$ cat src/rtl/hazard_pkg.sv
// rtl/hazard_pkg.sv - shared types and control patterns for the hazard controller
// Contents: hc_state_t sequencer states, REG_W_DEF, pipe_ctrl_t latch-control
// bundle and the five fixed control patterns driven onto the pipeline latches.
package hazard_pkg;

    localparam int REG_W_DEF = 5;

    typedef enum logic [1:0] {
        RUN      = 2'd0,
        LU_STALL = 2'd1,
        DWAIT    = 2'd2,
        HALTED   = 2'd3
    } hc_state_t;

    typedef struct packed {
        logic pc_en;
        logic ifid_en;
        logic idex_en;
        logic exmem_en;
        logic memwb_en;
        logic ifid_flush;
        logic idex_flush;
        logic exmem_flush;
    } pipe_ctrl_t;

    // Bit order: pc, ifid, idex, exmem, memwb enables, then ifid/idex/exmem flushes.
    // Every flush bit set here has its matching enable bit set as well.
    localparam pipe_ctrl_t CTRL_FREEZE  = 8'b00000_000;
    localparam pipe_ctrl_t CTRL_ADV     = 8'b11111_000;
    localparam pipe_ctrl_t CTRL_LUSTALL = 8'b00111_010;
    localparam pipe_ctrl_t CTRL_IBUB    = 8'b01111_100;
    localparam pipe_ctrl_t CTRL_BR      = 8'b11111_111;
    localparam pipe_ctrl_t CTRL_HALT    = 8'b00001_000;

endpackage

$ cat src/rtl/hazard_perf_cnt.sv
// rtl/hazard_perf_cnt.sv - saturating stall/flush event counters
// Ports: CLK, RST (sync active-high clear), stall (cycle with pc_en=0),
//        flush (BR cycle), stall_cycles[31:0], flush_events[31:0].
module hazard_perf_cnt (
    input  logic        CLK,
    input  logic        RST,
    input  logic        stall,
    input  logic        flush,
    output logic [31:0] stall_cycles,
    output logic [31:0] flush_events
);

    always_ff @(posedge CLK) begin
        if (RST) begin
            stall_cycles <= '0;
            flush_events <= '0;
        end else begin
            if (stall && (stall_cycles != '1))
                stall_cycles <= stall_cycles + 32'd1;
            if (flush && (flush_events != '1))
                flush_events <= flush_events + 32'd1;
        end
    end

endmodule

$ cat src/rtl/hazard_controller.sv
// rtl/hazard_controller.sv - stall/flush sequencer for the 5-stage pipeline
// Inputs : CLK, RST (sync active-high), ihit/dhit handshakes, MEM-stage
//          load/store/branch/halt, EX-stage load + destination, ID-stage sources.
// Outputs: pc_en, per-latch enables, ifid/idex/exmem flushes, sticky halt.
// Option : HAZARD_PERF_CNT_EN adds stall_cycles/flush_events counters.
module hazard_controller
    import hazard_pkg::*;
#(
    parameter int LU_BUBBLES = 1,
    parameter int REG_W      = REG_W_DEF
) (
    input  logic             CLK,
    input  logic             RST,
    input  logic             ihit,
    input  logic             dhit,
    input  logic             mem_dREN,
    input  logic             mem_dWEN,
    input  logic             mem_branch_taken,
    input  logic             mem_halt,
    input  logic             ex_dREN,
    input  logic [REG_W-1:0] ex_wsel,
    input  logic [REG_W-1:0] id_rs,
    input  logic [REG_W-1:0] id_rt,
    input  logic             id_uses_rt,
    output logic             pc_en,
    output logic             ifid_en,
    output logic             idex_en,
    output logic             exmem_en,
    output logic             memwb_en,
    output logic             ifid_flush,
    output logic             idex_flush,
    output logic             exmem_flush,
`ifdef HAZARD_PERF_CNT_EN
    output logic [31:0]      stall_cycles,
    output logic [31:0]      flush_events,
`endif
    output logic             halt
);

    localparam logic [1:0] LU_LOAD = 2'(LU_BUBBLES - 1);

    hc_state_t  state, state_n, ret_state, ret_n, eff;
    logic [1:0] lu_cnt, cnt_n;
    logic       halt_q, halt_n;
    logic       d_stall, lu;
    pipe_ctrl_t ctrl, ctrl_out;

    assign d_stall = (mem_dREN | mem_dWEN) & ~dhit;
    // Register 0 is hardwired, so a load targeting it never creates a hazard.
    assign lu = ex_dREN & (ex_wsel != '0) &
                ((ex_wsel == id_rs) | (id_uses_rt & (ex_wsel == id_rt)));

    always_comb begin
        ctrl    = CTRL_FREEZE;
        ret_n   = ret_state;
        cnt_n   = lu_cnt;
        halt_n  = halt_q;
        // A completing data access resumes the interrupted state in the same
        // cycle, so no extra cycle is added beyond the miss itself.
        eff = state;
        if (state == DWAIT)
            eff = dhit ? ret_state : DWAIT;
        state_n = eff;

        case (eff)
            RUN: begin
                if (d_stall) begin
                    ctrl    = CTRL_FREEZE;
                    ret_n   = RUN;
                    state_n = DWAIT;
                end else if (mem_halt) begin
                    ctrl    = CTRL_HALT;
                    halt_n  = 1'b1;
                    state_n = HALTED;
                end else if (mem_branch_taken) begin
                    ctrl = CTRL_BR;
                end else if (lu) begin
                    ctrl = CTRL_LUSTALL;
                    if (LU_BUBBLES > 1) begin
                        cnt_n   = LU_LOAD;
                        state_n = LU_STALL;
                    end
                end else if (!ihit) begin
                    ctrl = CTRL_IBUB;
                end else begin
                    ctrl = CTRL_ADV;
                end
            end
            LU_STALL: begin
                if (d_stall) begin
                    ctrl    = CTRL_FREEZE;
                    ret_n   = LU_STALL;
                    state_n = DWAIT;
                end else if (mem_branch_taken) begin
                    ctrl    = CTRL_BR;
                    cnt_n   = 2'd0;
                    state_n = RUN;
                end else begin
                    ctrl  = CTRL_LUSTALL;
                    cnt_n = lu_cnt - 2'd1;
                    if (lu_cnt <= 2'd1)
                        state_n = RUN;
                end
            end
            DWAIT: begin
                ctrl = CTRL_FREEZE;
            end
            HALTED: begin
                ctrl   = CTRL_FREEZE;
                halt_n = 1'b1;
            end
            default: begin
                ctrl    = CTRL_FREEZE;
                state_n = RUN;
            end
        endcase
    end

    always_ff @(posedge CLK) begin
        if (RST) begin
            state     <= RUN;
            ret_state <= RUN;
            lu_cnt    <= 2'd0;
            halt_q    <= 1'b0;
        end else begin
            state     <= state_n;
            ret_state <= ret_n;
            lu_cnt    <= cnt_n;
            halt_q    <= halt_n;
        end
    end

    // Outputs are forced low while reset is held, before the state is known.
    assign ctrl_out    = RST ? CTRL_FREEZE : ctrl;
    assign pc_en       = ctrl_out.pc_en;
    assign ifid_en     = ctrl_out.ifid_en;
    assign idex_en     = ctrl_out.idex_en;
    assign exmem_en    = ctrl_out.exmem_en;
    assign memwb_en    = ctrl_out.memwb_en;
    assign ifid_flush  = ctrl_out.ifid_flush;
    assign idex_flush  = ctrl_out.idex_flush;
    assign exmem_flush = ctrl_out.exmem_flush;
    assign halt        = halt_q & ~RST;

`ifdef HAZARD_PERF_CNT_EN
    hazard_perf_cnt u_perf (
        .CLK          (CLK),
        .RST          (RST),
        .stall        (~ctrl_out.pc_en),
        .flush        (ctrl_out == CTRL_BR),
        .stall_cycles (stall_cycles),
        .flush_events (flush_events)
    );
`endif

endmodule

$ cat config.mk
export PLATFORM = sky130hd
export DESIGN_NAME = hazard_controller
export DESIGN_NICKNAME = d
export VERILOG_FILES = /design/src/rtl/hazard_pkg.sv /design/src/rtl/hazard_perf_cnt.sv /design/src/rtl/hazard_controller.sv
export SDC_FILE = /design/constraint.sdc
export NUM_CORES = 1
export LEC_CHECK = 0
export CORE_UTILIZATION = 40
export DETAILED_ROUTE_END_ITERATION = 16
export MAX_ROUTING_LAYER = met4
export PLACE_DENSITY = 0.84
export SLEW_MARGIN = 20
export SYNTH_ARGS = -nofsm -noshare
export SYNTH_HDL_FRONTEND = slang
export SYNTH_SLANG_ARGS = --single-unit
$ cat constraint.sdc
create_clock -name CLK -period 4.05 [get_ports CLK]
set_input_delay 0.81 -clock CLK [delete_from_list [all_inputs] [get_ports CLK]]
set_output_delay 0.81 -clock CLK [all_outputs]
set_load 0.02 [all_outputs]
==> impl_metrics.ini <==
[place]
dpl-instance-area_sq_um = 930
numPortBuffers = 33
gp_congestion = 0.800
dp_hpwl_mm = 1.30
dp_cells = 122
pre_cts_slack_ns = 0.302

[setup_path]
regToRegStartpoint = state[1]
critPathLaunchType = primary input
crit_cells = 7
crit_slowest_cell = clkdlybuf4s50_1
crit_chain = clkdlybuf4s50_1, nand2b_1, a21oi_2, nor4b_2, nor3b_1, a221o_1, clkdlybuf4s50_1
path_common_cell = clkdlybuf4s50_1
cp_max_fo = 5
critPathArrivalTime_ns = 2.97
cpPeakStageDelay_ns = 0.59
r2r-end = lu_cnt[0]
critPathKind = in -> out
crit_path_end_kind = output pin
cp.buffers_inverters = 2
r2r_cells = 5
critPathTopFamily = buffers and inverters
critical_path_required_ns = 3.24
reg2reg_slack_ns = 2.66

[final_layout]
area_delta_synth_final_pct = 60.5
n_antenna_cell = 0
layout.cells.non_filler = 125
design_area_sq_um = 952
n_fill_cell = 115
finalCoreUtilization_pct = 71.4
seqCellArea_sq_um = 120
multiInputGateArea_sq_um = 430
nets = 138
drive_above_1_share_pct = 12.7

[grt]
grt-ovfl-total = 0
grt_max_degree = 10
grt_pass1_vias = 510
antenna_found_initial = 0
grt_pass1_wl_mm = 2.08
grt_use_total_pct = 20.0

[drt]
routed_wl_mm = 1.54
drt_iter0_markers = 6
drc_errors = 0
routedWlPerCell_microns = 12.4
via_per_inst = 5.20
dr.pass1.iters = 4
postRouteAntennaNets = 0
num_vias = 650

[timing]
slew_headroom_pct = 79.6
period_share_pct = 93.2
grt_setup_unrepaired = no
finalWorstSetupSlack_ns = 0.275
slew_violations = 0
setup_viol = 0
worst_slew_pin_slew_ns = 0.304
finClkSkew_ns = 0.00898
finalHoldViolCount = 0
fmaxAchievable_mhz = 265
finalWorstPathRequiredPeriod_ns = 3.78
hold_slack_ns = 0.460
setup_tns_ns = 0

[die]
dieArea_sq_um = 1640
start_util_pct = 44.5
coreArea_sq_um = 1330
row_count = 13
dieWidth_microns = 40.5
die_h_microns = 40.5
ioPinCount = 34

[clock_tree]
cts_hold_buf = 0
clk_path_buf_depth = 2
cts-htree-levels = 1
cts_buffers = 3
cts.sinks = 6
post-cts-setup-buffers = 0
clock-root-buffer = clkbuf_4
clk_latency_ns = 0.24
cts_tree = done
clk_transition_reported_paths_ns = 0.04
cts_resized = 0

[yosys]
synth_seq_cells = 6
synth_top_cells_by_area = dfxtp_1, xor2_1, nor2_1
seq_area_frac_synth_pct = 20.3
synth_ff_type = dfxtp_1
syn-cell-area_sq_um = 593
synth_fp_nets = 103
yosys_warnings = 0
synth_edf_count = 0
synth_top_area_cell = dfxtp_1
syn_area_per_cell_sq_um = 7.70
async_flop_share_pct = 0
netlist.area_leader.share_pct = 20.3
synthCells = 77
yosysUniqueCellTypes = 33

[status]
status = completed

[power]
power_density_nw_per_um2 = 221
power.leakage_nw = 0.369
ir_drop_mv = 0.176
swShare_pct = 30.9
finalPower_mw = 0.210
pwr-share-comb_pct = 42.5
p_int_mw = 0.145
power_switching_mw = 0.0650
seqPwrFrac_pct = 31.9
clkPwrFrac_pct = 25.6

[hold_path]
holdPathStages = 2
hold-path-endpoint = halt_q
hp-class = reg -> reg
hp-start = halt_q

[flow_run]
max_cap_viol_count = 0
[worst min-delay path: cells and delay by family, from the launching register on]
| family | cells | cell delay [ns] |
|---|---|---|
| DFF | 1 | 0.29 |
| AOI/OAI and AO/OA | 1 | 0.06 |
| buffers and inverters | 1 | 0.06 |
[kinds of logic (layout without fill, tap and decap cells)]
family | Yosys count | in the layout | synth area share (%)
buffers and inverters | 10 | 43 | 7.17
muxes | 3 | 3 | 5.06
xor gates and xnor gates | 10 | 10 | 14.8
adders and majority gates | 1 | 1 | 2.11
and+or+nand+nor | 30 | 30 | 26.6
AOI/OAI and AO/OA | 17 | 17 | 24.0
DFF | 6 | 6 | 20.3
[per-layer routing]
metal | global-route usage (%) | part of all wire (%) | vias up
li1 | - | - | 336
met4 | 10.0 | 0 | 0
met1 | 19.6 | 37 | 288
met2 | 34.9 | 51 | 26
met3 | 6.67 | 12 | 0
met5 | - | 0 | -
[flip-flops by register name, indices dropped and copies added (netlist names)]
name	count
ret_state	1
lu_cnt	2
halt_q	1
state	2
[cell usage in the layout (no fill, tap or decap), types with 2 or more instances in the layout]
| cell | n |
|---|---|
| inv_1 | 6 |
| a21oi_1 | 5 |
| nor3_1 | 2 |
| dfxtp_1 | 6 |
| mux2i_1 | 3 |
| clkbuf_4 | 3 |
| nor2_1 | 12 |
| o21ai_2 | 2 |
| clkdlybuf4s50_1 | 33 |
| xor2_1 | 9 |
| nand2_1 | 6 |
| nor2b_1 | 2 |
[synthesized netlist by cell type (2+ instances only)]
cell,n
nor2_1,12
xor2_1,9
dfxtp_1,6
inv_1,6
nand2_1,6
a21oi_1,5
mux2i_1,3
clkbuf_1,2
nor2b_1,2
nor3_1,2
o21ai_2,2
[power groups by stage]
stage | clock, mW | sequential [mW] | combinational [mW]
after floorplan | 0 | 0.0646 | 0.0468
after global placement | 0 | 0.0679 | 0.0878
after detailed placement | 0 | 0.0680 | 0.0897
after CTS | 0.0562 | 0.0670 | 0.0900
after global routing | 0.0579 | 0.0677 | 0.0974
final | 0.0538 | 0.0670 | 0.0894
[how the worst max path moves through the flow]
| stage | startpoint | to | slack, ns |
|---|---|---|---|
| after CTS | ex_wsel[1] | pc_en | 0.30 |
| after global routing | dhit | idex_flush | 0.09 |
| after floorplan | mem_dWEN | ifid_flush | 1.13 |
| after detailed placement | ex_wsel[4] | idex_flush | 0.30 |
| final | dhit | idex_flush | 0.27 |
| after global placement | dhit | idex_flush | 0.28 |
[area by class of cell]
class | instances | share of cell area (%)
well taps | 15 | 1.97
inverters | 6 | 2.37
clock buffers | 3 | 2.37
multi-input cells | 61 | 45.2
flip-flops and latches | 6 | 12.6
repair buffers | 34 | 35.5
Note: power is estimated with default switching activity, not from simulation.
